--- config.mk ---
export PLATFORM = sky130hd
export DESIGN_NAME = alu_arbiter
export DESIGN_NICKNAME = d
export VERILOG_FILES = /design/src/rtl/alu_arbiter.sv
export SDC_FILE = /design/constraint.sdc
export NUM_CORES = 1
export LEC_CHECK = 0
export BUFFER_PORTS_ARGS = -buffer_cell sky130_fd_sc_hd__buf_2
export CAP_MARGIN = 20
export CORE_AREA = 2 2 216 218
export CTS_BUF_LIST = sky130_fd_sc_hd__clkbuf_16
export CTS_CLUSTER_SIZE = 40
export DETAILED_ROUTE_END_ITERATION = 7
export DIE_AREA = 0 0 218 220
export SKIP_CTS_REPAIR_TIMING = 1
export SYNTH_ARGS = -nofsm -noshare
export SYNTH_HDL_FRONTEND = slang
export SYNTH_SLANG_ARGS = --single-unit
--- constraint.sdc ---
create_clock -name clk -period 8.3 [get_ports clk]
set_input_delay 0.83 -clock clk [delete_from_list [all_inputs] [get_ports clk]]
set_output_delay 0.83 -clock clk [all_outputs]
set_load 0.05 [all_outputs]
--- src/rtl/alu_arbiter.sv ---
`default_nettype none
// ============================================================================
//  Module      : alu_arbiter
//  Description : Round-robin arbiter that shares one combinational ALU between
//                two requesters. One operation every three cycles:
//                IDLE (accept) -> EXEC (drive ALU, capture) -> DONE (respond).
//
//  Ports
//    clk, reset                   clock; asynchronous active-high reset
//    reqN_valid / reqN_ready      per-requester handshake (N = 0, 1)
//    reqN_opcode, reqN_alu_op     per-requester ALU control fields
//    reqN_a, reqN_b               per-requester operands
//    alu_opcode, alu_op           registered control to the shared ALU
//    alu_a, alu_b                 registered operands to the shared ALU
//    alu_result, alu_zero         combinational ALU outputs
//    rsp_valid                    one-cycle response strobe
//    rsp_id, rsp_result, rsp_zero owning requester and captured ALU outputs
//    busy                         high whenever not in IDLE
//
//  Revision    : 1.0  initial release
// ============================================================================
module alu_arbiter #(
    parameter int WIDTH = 64
) (
    input  logic             clk,
    input  logic             reset,
    input  logic             req0_valid,
    input  logic             req1_valid,
    output logic             req0_ready,
    output logic             req1_ready,
    input  logic [10:0]      req0_opcode,
    input  logic [10:0]      req1_opcode,
    input  logic [1:0]       req0_alu_op,
    input  logic [1:0]       req1_alu_op,
    input  logic [WIDTH-1:0] req0_a,
    input  logic [WIDTH-1:0] req0_b,
    input  logic [WIDTH-1:0] req1_a,
    input  logic [WIDTH-1:0] req1_b,
    output logic [10:0]      alu_opcode,
    output logic [1:0]       alu_op,
    output logic [WIDTH-1:0] alu_a,
    output logic [WIDTH-1:0] alu_b,
    input  logic [WIDTH-1:0] alu_result,
    input  logic             alu_zero,
    output logic             rsp_valid,
    output logic             rsp_id,
    output logic [WIDTH-1:0] rsp_result,
    output logic             rsp_zero,
    output logic             busy
);

    typedef enum logic [1:0] {
        IDLE = 2'd0,
        EXEC = 2'd1,
        DONE = 2'd2
    } state_t;

    state_t             state_q,   state_d;
    logic               last_q,    last_d;     // requester granted most recently
    logic               id_q,      id_d;       // owner of the in-flight operation
    logic [10:0]        opcode_q,  opcode_d;
    logic [1:0]         op_q,      op_d;
    logic [WIDTH-1:0]   a_q,       a_d;
    logic [WIDTH-1:0]   b_q,       b_d;
    logic [WIDTH-1:0]   result_q,  result_d;
    logic               zero_q,    zero_d;
    logic               rsp_id_q,  rsp_id_d;

    logic               w_grant_id;
    logic               w_can_accept;
    logic               w_accept;

    always_comb begin
        // Contention goes to the requester not granted last; otherwise to
        // whichever one is asking (value is irrelevant when neither asks).
        w_grant_id   = (req0_valid && req1_valid) ? ~last_q : req1_valid;
        // Gating with reset keeps ready low for the whole reset assertion,
        // not merely from the next edge.
        w_can_accept = (state_q == IDLE) && !reset;
        req0_ready   = w_can_accept && req0_valid && !w_grant_id;
        req1_ready   = w_can_accept && req1_valid &&  w_grant_id;
        w_accept     = req0_ready || req1_ready;

        state_d  = state_q;
        last_d   = last_q;
        id_d     = id_q;
        opcode_d = opcode_q;
        op_d     = op_q;
        a_d      = a_q;
        b_d      = b_q;
        result_d = result_q;
        zero_d   = zero_q;
        rsp_id_d = rsp_id_q;

        case (state_q)
            IDLE: begin
                if (w_accept) begin
                    state_d  = EXEC;
                    last_d   = w_grant_id;
                    id_d     = w_grant_id;
                    opcode_d = w_grant_id ? req1_opcode : req0_opcode;
                    op_d     = w_grant_id ? req1_alu_op : req0_alu_op;
                    a_d      = w_grant_id ? req1_a      : req0_a;
                    b_d      = w_grant_id ? req1_b      : req0_b;
                end
            end
            EXEC: begin
                result_d = alu_result;
                zero_d   = alu_zero;
                rsp_id_d = id_q;
                state_d  = DONE;
            end
            DONE: begin
                state_d = IDLE;
            end
            default: begin
                state_d = IDLE;
            end
        endcase
    end

    always_ff @(posedge clk or posedge reset) begin
        if (reset) begin
            state_q  <= IDLE;
            last_q   <= 1'b1;   // requester 0 wins the first contention
            id_q     <= 1'b0;
            opcode_q <= '0;
            op_q     <= '0;
            a_q      <= '0;
            b_q      <= '0;
            result_q <= '0;
            zero_q   <= 1'b0;
            rsp_id_q <= 1'b0;
        end else begin
            state_q  <= state_d;
            last_q   <= last_d;
            id_q     <= id_d;
            opcode_q <= opcode_d;
            op_q     <= op_d;
            a_q      <= a_d;
            b_q      <= b_d;
            result_q <= result_d;
            zero_q   <= zero_d;
            rsp_id_q <= rsp_id_d;
        end
    end

    // ALU inputs always come from registers so they never follow live requests.
    assign alu_opcode = opcode_q;
    assign alu_op     = op_q;
    assign alu_a      = a_q;
    assign alu_b      = b_q;

    assign rsp_valid  = (state_q == DONE);
    assign rsp_id     = rsp_id_q;
    assign rsp_result = result_q;
    assign rsp_zero   = zero_q;
    assign busy       = (state_q != IDLE);

endmodule
`default_nettype wire

# Word level (Yosys, flattened, before mapping)
# Cells that the tools add are included.
[word_totals]
register_bits = 211
latch_bits = 0
ram_bits = 0
rom_bits = 0
inputBits = 351
output_inout_bits = 211
word_cells = 33
mem_count = 0
[classes]
n_addsub = 0
multipliers = 0
div = 0
n_lt_le_gt_ge = 0
eq_ne = 3
shift = 0
mux = 7
n_bitwise = 1
n_reduce_logical = 12
[ops]
columns = ["cell", "n"]
rows = [
  ["2-to-1 mux 64 bit", 2],
  ["2-to-1 mux 11 bit", 1],
  ["logical AND 1 bit", 6],
  ["2-to-1 mux 2 bit", 2],
  ["one-hot mux 2 bit (2 select lines)", 1],
  ["equality test 2 x 1 -> 1 bit, second input constant", 1],
  ["equality test 2 bit, second input constant", 1],
  ["zero test 1 bit", 2],
  ["zero test 2 bit", 1],
  ["!= test 2 bit, second input constant", 1],
  ["AND reduction 2 bit", 1],
  ["nonzero test 2 bit", 1],
  ["logical OR 1 bit", 1],
  ["2-to-1 mux 1 bit", 1],
  ["inverter 1 bit", 1],
]

# Depth between registers and ports, before layout
# Gate-level depths: netlist of the first run.
[logic_depth]
word_depth = 7
mapped_depth = 6
depth_no_buf = 3

# Worst setup path after synthesis of the first run
# No wires, ideal clock.
[synth_path]
path_type = "input to output"
from = "input port reset"
to = "output port req0_ready"
t_arrival_ns = 2.292
required_time_ns = 7.470
path_slack_ns = 5.178
path_stages = 4
n_path_buf = 2
path_cell_list = "or4b_1 > buf_2 > clkbuf_1 > nor2_1"
[synth_between]
elab_chain_cells = 4
[synth_rtl]
columns = ["item", "line_no", "rtl"]
rows = [
  ["from (decl)", "26", "input logic reset,"],
  ["zero test 1 bit (no line)", "-", ""],
  ["logical AND 1 bit", "79", "w_can_accept = (state_q == IDLE) && !reset;"],
  ["logical AND 1 bit (2 in a row)", "80", "req0_ready = w_can_accept && req0_valid && !w_grant_id;"],
  ["to (decl)", "29", "output logic req0_ready,"],
]
# Every way passes these cells.

# Worst setup path in the final report of the first run
[layout_path]
from = "register state_q[0]"
to = "output port req1_ready"
[layout_between]
elab_chain_cells = 4
[layout_rtl]
columns = ["item", "line_no", "rtl"]
rows = [
  ["from (decl)", "58", "state_t state_q, state_d;"],
  ["from (signal assigned)", "135", "state_q <= state_d;"],
  ["zero test 2 bit", "79", ""],
  ["logical AND 1 bit", "79", ""],
  ["logical AND 1 bit (2 in a row)", "81", "req1_ready = w_can_accept && req1_valid && w_grant_id;"],
  ["to (decl)", "30", "output logic req1_ready,"],
]
# Every way passes these cells.

==> results of run 1 <==
==> cell type report <==
class | count | area [sq um]
Clock inverter | 18 | 91.3
Timing Repair Buffer | 569 | 2870
Sequential cell | 211 | 5280
Clock buffer | 25 | 626
Inverter | 3 | 18.8
Fill cell | 4760 | 32900
Tap cell | 607 | 759
Antenna cell | 1 | 2.50
Multi-Input combinational cell | 361 | 3330
==> cell usage after synthesis (all sizes together) <==
cell type / instances
nor2: 1
or2: 1
or3: 141
dfrtp: 210
o21a: 1
mux2: 66
nand3: 1
inv: 3
nor2b: 2
nand2b: 1
nor3: 1
dfstp: 1
nand2: 3
clkbuf: 50
buf: 19
or4b: 1
o221a: 141
a22o: 1
==> placed cells by master (no fill, tap or decap) <==
cell type | synthesis | routed
nor2b_1 | 2 | 1
nor2_1 | 1 | 1
or2_2 | 1 | 1
buf_2 | 7 | 561
o21a_4 | 0 | 1
clkinv_1 | 0 | 5
a22o_1 | 1 | 1
clkinv_2 | 0 | 6
mux2_2 | 66 | 66
clkinv_4 | 0 | 1
clkbuf_16 | 0 | 25
or4b_4 | 0 | 1
buf_4 | 0 | 8
nor3_1 | 1 | 1
diode_2 | 0 | 1
o221a_2 | 141 | 141
dfstp_2 | 1 | 1
nand3_4 | 0 | 1
inv_1 | 3 | 5
dfrtp_1 | 210 | 210
or3_1 | 141 | 141
nor2b_4 | 0 | 1
nand2b_4 | 0 | 1
inv_8 | 0 | 1
nand2_1 | 3 | 3
clkinvlp_4 | 0 | 3
==> kinds of logic (layout without fill, tap and decap cells) <==
logic type / after synthesis / after routing / share of synthesized area
buffers and inverters: 72 / 615 / 0.0372
other: 0 / 1 / 0
and+or+nand+nor: 152 / 152 / 0.106
muxes: 66 / 66 / 0.0835
AOI/OAI and AO/OA: 143 / 143 / 0.180
DFF: 211 / 211 / 0.593
==> state kept, by name, summed over array words and instances, names as in the netlist <==
name	flops
alu_a	64
alu_b	64
rsp_result	64
alu_opcode	11
alu_op	2
state_q	2
id_q	1
last_q	1
rsp_id	1
rsp_zero	1
==> per-stage QoR <==
step	hold slack, ns	worst slack, ns	instance area [sq um]	util
after global placement	0.458	4.84	12300	0.267
after detailed placement	0.469	4.77	12300	0.267
after CTS	0.433	4.87	13000	0.283
after floorplan	0.443	1.71	8900	-
after global routing	0.466	4.68	13000	0.283
final	0.428	4.95	13000	0.283
==> layer usage <==
layer  wire length (um)  track usage  vias to the layer above
li1                   -            -                     3586
met1              12700        0.146                     3760
met2              15800        0.214                      394
met3               2450       0.0264                       54
met4                749       0.0406                        4
met5                 27            0                        -
==> how the worst min path moves through the flow <==
| stage | end | slack, ns | depth (start not counted) |
|---|---|---|---|
| floorplan | id_q | 0.44 | 2 |
| global placement | id_q | 0.46 | 2 |
| detailed placement | id_q | 0.47 | 2 |
| CTS | alu_a[46] | 0.43 | 2 |
| global route | alu_a[46] | 0.47 | 2 |
| finish | alu_a[46] | 0.43 | 2 |
==> report_power, final <==
part	leakage (nW)	switching [mW]	total (mW)	internal [mW]
registers	2.35	0.181	1.51	1.33
clock network	0.360	0.437	0.981	0.544
logic	3.09	1.47	2.05	0.576
total	5.80	2.09	4.54	2.45
==> critical path: cells and delay by family, from the launching register on <==
family        cells  cell delay [ns]
simple gates      2             1.07
flops             1             0.48
buf+inv           2             0.44
==> run_results.csv, run 1 <==
group,metric,value,unit
worst_setup_path,endpoint,"req1_ready",
layout,fin_cells,1795,
timing,worst_pin_slew,0.947,ns
power,max-vdd-ir-drop,0.174,mV
global_routing,grt_pass1_wl,45600,um
global_routing,grt_pass1_vias,7898,
timing,timing.fmax,0.298,GHz
logic_synthesis,synth_top_area_cell,"dfrtp_1",
route,avgRoutedWirePerCell,17.7,um
route,antenna_left,0,
cts,cts-root-buf,"clkbuf_16",
timing,rsz0062_at_grt,"no",
worst_setup_path,cp_slowest_stage_delay,0.56,ns
timing,finClkSkew,0.0154,ns
logic_synthesis,ys_seq_area_frac,0.593,
global_routing,grt.total_usage,0.121,
logic_synthesis,netlist-cell-type-count,20,
route,drt_iter0_drc,379,
cts,clock_sinks,211,
layout,area_growth,45.7,%
worst_setup_path,crit_required,7.47,ns
cts,insertion_delay,0.53,ns
floorplanning,num_io_pins,562,
route,vias_per_cell,4.34,
outcome,status,"complete, no violations",
power,p_leak,5.80,nW
job,drv.max_cap_violation_count,0,
logic_synthesis,synth_area,8900,sq um
worst_setup_path,path_max_fanout,44,
timing,finalSetupTns,0,ns
logic_synthesis,synthCells,644,
route,routed_wl,31700,um
cts,cts_made_buffers,24,
timing,hold_violations,0,
floorplanning,dieArea,48000,sq um
worst_setup_path,reg2regPathDepth,4,
worst_hold_path,hp-class,"input pin to asynchronous set/reset pin",
global_routing,grt_antenna_before_repair,4,
logic_synthesis,synth.top_cell.area_share,0.590,
placement,dp_cells,1751,
worst_setup_path,r2r_start,"state_q[0]",
floorplanning,die_height,220,um
worst_setup_path,r2r-end,"alu_a[0]",
worst_setup_path,startpoint,"state_q[0]",
cts,cts_max_path_buffers,3,
timing,period_minus_slack,3.35,ns
power,power.total,4.54,mW
layout,fin_nets,1521,
global_routing,grt-ovfl-total,0,
logic_synthesis,syn_area_per_cell,13.8,sq um
floorplanning,row_count,79,
global_routing,grt_max_degree,101,
timing,fin_crit_sh,0.404,
power,powerDensity,350,nW/um^2
worst_setup_path,worstPathCellList,"nor3_1, nand3_4, inv_1, buf_2",
route,detail_route.first_pass.iterations,4,
timing,setup_viol,0,
route,via_count,7798,
logic_synthesis,synthesis.nets,995,
worst_setup_path,reg2reg_slack,5.29,ns
cts,cts_tree,"built",
worst_setup_path,critPathCaptureType,"output port",
logic_synthesis,yosys-top-cells-area,"dfrtp_1, o221a_2, or3_1, mux2_2, clkbuf_1",
timing,slew_violations,0,
worst_setup_path,crit_type,"register to output port",
route,drc,0,
placement,gp_congestion,0.856,
placement,port_buffers,561,
logic_synthesis,yosysWarnings,0,
worst_setup_path,critPathSlowestCell,"nand3_4",
layout,drive_gt1_frac,0.690,
floorplanning,core-area,45900,sq um
timing,slew_headroom,0.369,
placement,place_hpwl,23100,um
logic_synthesis,ys_ff_latch,211,
cts,clk_pin_slew,0.07,ns
worst_setup_path,cp-start-kind,"register",
floorplanning,start_util,0.194,
worst_setup_path,critPathArrivalTime,2.52,ns
floorplanning,die_w,218,um
cts,htreeDepth,1,
(Power assumes the default switching activity.)
==> run 2: changes to the inputs <==
--- a/config.mk
+++ b/config.mk
@@ -7,11 +7,11 @@
 export LEC_CHECK = 0
 export BUFFER_PORTS_ARGS = -buffer_cell sky130_fd_sc_hd__buf_2
 export CAP_MARGIN = 20
-export CORE_AREA = 2 2 216 218
+export CORE_AREA = 2 2 219 221
 export CTS_BUF_LIST = sky130_fd_sc_hd__clkbuf_16
 export CTS_CLUSTER_SIZE = 40
 export DETAILED_ROUTE_END_ITERATION = 7
-export DIE_AREA = 0 0 218 220
+export DIE_AREA = 0 0 221 223
 export SKIP_CTS_REPAIR_TIMING = 1
 export SYNTH_ARGS = -nofsm -noshare
 export SYNTH_HDL_FRONTEND = slang
==> constraint.sdc (replaced) <==
create_clock -name clk -period 2.8 [get_ports clk]
set_input_delay 0.28 -clock clk [delete_from_list [all_inputs] [get_ports clk]]
set_output_delay 0.28 -clock clk [all_outputs]
set_load 0.05 [all_outputs]
==> run 2 against run 1 <==
Utilization grew 1.5 points. Design area grew 8.3%. Die area increased by 2.8%. Non-clock buffer count is 87 higher. Worst setup slack got worse by 4.7 ns. Clock skew decreased by 0.0051 ns. Clock power grew to 3.5 times the previous value. Final cell count up 5.2%. Combinational power increased to 3.0 times the previous value. Sequential power rose to 3.0 times the previous value. Sequential share of layout area fell by 3.1 points.
==> run_results.csv, run 2 (same netlist as run 1, synthesis figures left out) <==
group,metric,value,unit
cts,htreeDepth,1,
floorplanning,num_io_pins,562,
route,drt_iter0_drc,367,
global_routing,grt_pass1_wl,47300,um
cts,cts_made_buffers,24,
placement,gp_congestion,0.872,
job,drv.max_cap_violation_count,0,
worst_hold_path,holdPathEnd,"rsp_result[26]",
worst_hold_path,holdCritStartpoint,"alu_result[26]",
cts,insertion_delay,0.52,ns
route,vias_per_cell,4.32,
timing,slew_violations,0,
layout,n_antenna_cell,0,
worst_setup_path,reg2reg_slack,0.68,ns
timing,worst_pin_slew,0.631,ns
floorplanning,row_count,80,
power,powerDensity,1010,nW/um^2
cts,clk_pin_slew,0.06,ns
floorplanning,die_height,223,um
cts,cts_tree,"built",
layout,fillers,4797,
worst_setup_path,reg2regPathDepth,4,
timing,slew_headroom,0.578,
route,via_count,8148,
global_routing,grt.total_usage,0.120,
layout,drive_gt1_frac,0.660,
route,drc,0,
global_routing,grt_pass1_vias,8218,
worst_setup_path,critPathArrivalTime,2.27,ns
global_routing,grt_use_met1,0.143,
timing,setup_viol,0,
timing,hold_violations,0,
power,power.total,14.1,mW
layout,area_growth,57.9,%
layout,mostFrequentLayoutCells,"buf_2, dfrtp_1, or3_1, o221a_2",
worst_hold_path,whs_path_depth,2,
cts,clock_sinks,211,
floorplanning,core-area,47100,sq um
route,avgRoutedWirePerCell,17.1,um
global_routing,grt_busiest_layer,"met2",
route,routed_wl,32300,um
worst_setup_path,crit_type,"register to output port",
cts,cts-root-buf,"clkbuf_16",
placement,port_buffers,561,
global_routing,grt_max_degree,117,
outcome,status,"complete, no violations",
floorplanning,die_w,221,um
timing,setup_ws,0.252,ns
global_routing,grt-ovfl-total,0,
global_routing,grt_antenna_before_repair,1,
placement,post-place-ws,0.685,ns
worst_setup_path,r2r_start,"state_q[0]",
layout,final_common_cell,"buf_2",
timing,fin_crit_sh,0.910,
global_routing,use_met3,0.0261,
timing,finClkSkew,0.0103,ns
placement,place_hpwl,23600,um
route,detail_route.first_pass.iterations,4,
timing,period_minus_slack,2.55,ns
worst_setup_path,critPathCaptureType,"output port",
worst_setup_path,path_max_fanout,23,
worst_setup_path,r2r-end,"alu_a[13]",
timing,rsz0062_at_grt,"no",
worst_setup_path,crit_required,2.52,ns
layout,fin_nets,1608,
power,p_leak,6.28,nW
power,max-vdd-ir-drop,0.612,mV
floorplanning,start_util,0.189,
floorplanning,dieArea,49300,sq um
global_routing,met2_usage,0.213,
route,antenna_left,0,
timing,finalSetupTns,0,ns
worst_setup_path,cp-start-kind,"register",
worst_hold_path,hp-class,"input pin to register",
timing,timing.fmax,0.393,GHz
cts,cts_max_path_buffers,3,
[run 2: area by class of cell]
class / instances / area, sq um / area share
clock inverter: 17 / 230 / 0.0164
tap: 615 / 769 / 0.0547
clock buffer: 25 / 626 / 0.0445
multi-input combinational: 361 / 3320 / 0.236
inverter: 3 / 15.0 / 0.00107
timing repair buffer: 656 / 3810 / 0.271
sequential: 211 / 5280 / 0.376
[run 2: worst max-delay path, cell delays in order, from the launching register on]
cell and delay [ns]:
dfrtp_1 0.43, or4b_4 0.69, buf_4 0.25, nor2_1 0.11
buf_2 0.27
[run 2: worst max-delay path by stage]
stage	from	end	slack (ns)	cells after the start
4_1_cts	state_q[1]	req0_ready	0.22	4
5_1_grt	state_q[1]	req0_ready	0.18	4
3_5_place_dp	state_q[0]	alu_a[13]	0.69	4
3_3_place_gp	state_q[0]	alu_b[43]	0.71	4
2_1_floorplan	reset	alu_a[0]	-0.22	1
6_report	state_q[0]	req0_ready	0.25	4
[run 2: report_power, final]
group          internal (mW)  switching, mW
logic                   1.83           4.41
clock network           2.16           1.26
registers               3.95          0.520
[run 2: per-stage QoR]
stage               instances  hold slack [ns]  utilization  area (sq um)
floorplan                 644            0.431            -          8910
global placement         1780            0.422        0.266         12500
detailed placement       1780            0.426        0.266         12500
CTS                      1822           -0.143        0.284         13400
global route             1888          0.00157        0.298         14100
finish                   1888           0.0124        0.298         14100
[run 2: metal layers]
metal / wire [um] / part of all wire
met3: 2330 / 0.072
met1: 12500 / 0.39
met5: 0 / 0
met4: 1200 / 0.037
met2: 16200 / 0.50
==> run 3: changes to the inputs <==
--- a/config.mk
+++ b/config.mk
@@ -7,11 +7,12 @@
 export LEC_CHECK = 0
 export BUFFER_PORTS_ARGS = -buffer_cell sky130_fd_sc_hd__buf_2
 export CAP_MARGIN = 20
-export CORE_AREA = 2 2 219 221
+export CORE_AREA = 2 2 218 220
 export CTS_BUF_LIST = sky130_fd_sc_hd__clkbuf_16
 export CTS_CLUSTER_SIZE = 40
 export DETAILED_ROUTE_END_ITERATION = 7
-export DIE_AREA = 0 0 221 223
+export DIE_AREA = 0 0 220 222
+export PLACE_DENSITY = 0.42
 export SKIP_CTS_REPAIR_TIMING = 1
 export SYNTH_ARGS = -nofsm -noshare
 export SYNTH_HDL_FRONTEND = slang
==> constraint.sdc (replaced) <==
create_clock -name clk -period 2.8 [get_ports clk]
set_input_delay 0.42 -clock clk [delete_from_list [all_inputs] [get_ports clk]]
set_output_delay 0.42 -clock clk [all_outputs]
set_load 0.05 [all_outputs]
==> run 3 against run 2 <==
Via count shrank 4.9%. Flip-flop and latch count unchanged. Clock power fell by 3%. Sequential power is essentially flat. Largest cell class unchanged. Final cell count shrank 4.2%. Critical endpoint is now req1_ready. Total power down 1.6%. Critical path type is now input pin to output port.
==> run_results.csv, run 3 (same netlist as run 1, synthesis figures left out) <==
group,metric,value,unit
outcome,status,"complete, no violations",
timing,fin_crit_sh,0.900,
global_routing,grt-ovfl-total,0,
global_routing,grt_pass1_vias,8071,
worst_setup_path,cp_top_family,"buffers and inverters",
worst_setup_path,cp-start-kind,"input pin",
global_routing,grt_pass1_wl,49500,um
cts,cts_tree,"built",
layout,area_growth,48.6,%
timing,hold_ws,0.113,ns
cts,insertion_delay,0.53,ns
power,powerDensity,1050,nW/um^2
worst_hold_path,hp-class,"input pin to register",
power,max-vdd-ir-drop,0.502,mV
power,comb_power_share,0.442,
floorplanning,dieArea,48800,sq um
layout,final_common_cell,"buf_2",
worst_setup_path,cp_slowest_stage_delay,0.54,ns
cts,htreeDepth,1,
placement,port_buffers,561,
route,via_count,7746,
global_routing,grt.total_usage,0.130,
worst_setup_path,crit_required,2.38,ns
route,vias_per_cell,4.28,
floorplanning,core-area,46300,sq um
route,antenna_left,0,
global_routing,grt_antenna_before_repair,7,
layout,fillers,4875,
cts,cts_made_buffers,26,
worst_setup_path,critPathSlowestCell,"dlygate4sd3_1",
floorplanning,row_count,79,
route,avgRoutedWirePerCell,18.9,um
worst_setup_path,worstPathCellList,"dlygate4sd3_1, buf_2, nor3_1, nand3_4, inv_1, buf_2",
timing,slew_violations,0,
worst_setup_path,critical_path_buf_inv_count,4,
timing,setup_viol,0,
timing,worst_pin_slew,0.892,ns
power,internal-power,7.68,mW
cts,clk_pin_slew,0.06,ns
floorplanning,start_util,0.192,
power,switching_share,0.447,
job,drv.max_cap_violation_count,0,
power,switchingPower,6.22,mW
placement,place_hpwl,24600,um
floorplanning,num_io_pins,562,
layout,postLayoutCoreUtil,0.286,
global_routing,grt_max_degree,96,
timing,rsz0062_at_grt,"no",
layout,drive_gt1_frac,0.690,
worst_setup_path,critPathArrivalTime,2.10,ns
worst_setup_path,crit_top_cell,"buf_2",
layout,mostFrequentLayoutCells,"buf_2, dfrtp_1, or3_1, o221a_2, mux2_2",
timing,finClkSkew,0.0100,ns
floorplanning,die_w,220,um
placement,gp_congestion,0.776,
power,p_seq_frac,0.320,
route,drc,0,
cts,cts-root-buf,"clkbuf_16",
worst_setup_path,critPathCaptureType,"output port",
worst_setup_path,path_max_fanout,3,
timing,period_minus_slack,2.52,ns
timing,finalSetupTns,0,ns
placement,dp_cells,1758,
power,power.total,13.9,mW
layout,fin_cells,1809,
timing,slew_headroom,0.406,
floorplanning,die_height,222,um
layout,fin_nets,1531,
timing,timing.fmax,0.397,GHz
power,p_leak,5.92,nW
route,detail_route.first_pass.iterations,4,
cts,cts_max_path_buffers,3,
route,drt_iter0_drc,384,
cts,clock_sinks,211,
route,routed_wl,34100,um
worst_setup_path,crit_type,"input pin to output port",
timing,hold_violations,0,
power,p_clk_frac,0.238,
run 3: cell count changes in the layout (fill, tap and decap cells not counted), moves of 3 or more:
| cell | change |
|---|---|
| dlygate4sd3_1 | -65 |
| diode_2 | +5 |
| buf_4 | -10 |
| inv_1 | +3 |
| buf_12 | -4 |
| bufinv_16 | -3 |
run 3: cell type report:
class,instances,area [sq um],area share
antenna,5,12.5,0.000946
clock buffer,27,676,0.0511
inverter,3,15.0,0.00114
sequential,211,5280,0.399
clock inverter,18,153,0.0115
multi-input combinational,361,3320,0.251
tap,607,759,0.0574
timing repair buffer,577,3010,0.227
run 3: per-stage QoR:
step | area (sq um) | setup slack, ns
final | 13200 | 0.280
after global routing | 13200 | 0.196
after CTS | 13200 | 0.305
after detailed placement | 12400 | 0.611
after global placement | 12400 | 0.606
after floorplan | 8910 | -0.361
run 3: path summary, 6_finish.rpt:
| check | depth (start not counted) | end | slack [ns] | startpoint |
|---|---|---|---|---|
| setup / recovery | 6 | req1_ready | 0.28 | reset |
| hold / removal | 2 | rsp_result[33] | 0.11 | alu_result[33] |
| setup reg to reg | 4 | alu_a[0] | 0.64 | state_q[1] |
| hold reg to reg | 2 | id_q | 0.47 | id_q |
| max in group asynchronous | 4 | alu_b[58] | 1.62 | reset |
| min in group asynchronous | 4 | alu_a[35] | 0.55 | reset |
run 3: per-layer routing:
layer | GRT usage | wire length (um) | vias to the layer above
li1 | - | - | 3609
met1 | 0.151 | 13300 | 3747
met2 | 0.232 | 17300 | 343
met3 | 0.0336 | 2880 | 43
met4 | 0.0418 | 660 | 4
met5 | 0 | 27 | -
run 3: power groups by stage:
stage | clock (mW) | combinational (mW) | sequential [mW]
finish | 3.30 | 6.15 | 4.45
global route | 3.55 | 6.41 | 4.56
CTS | 3.44 | 6.22 | 4.45
detailed placement | 0 | 6.23 | 4.48
global placement | 0 | 6.21 | 4.49
floorplan | 0 | 1.39 | 7.59
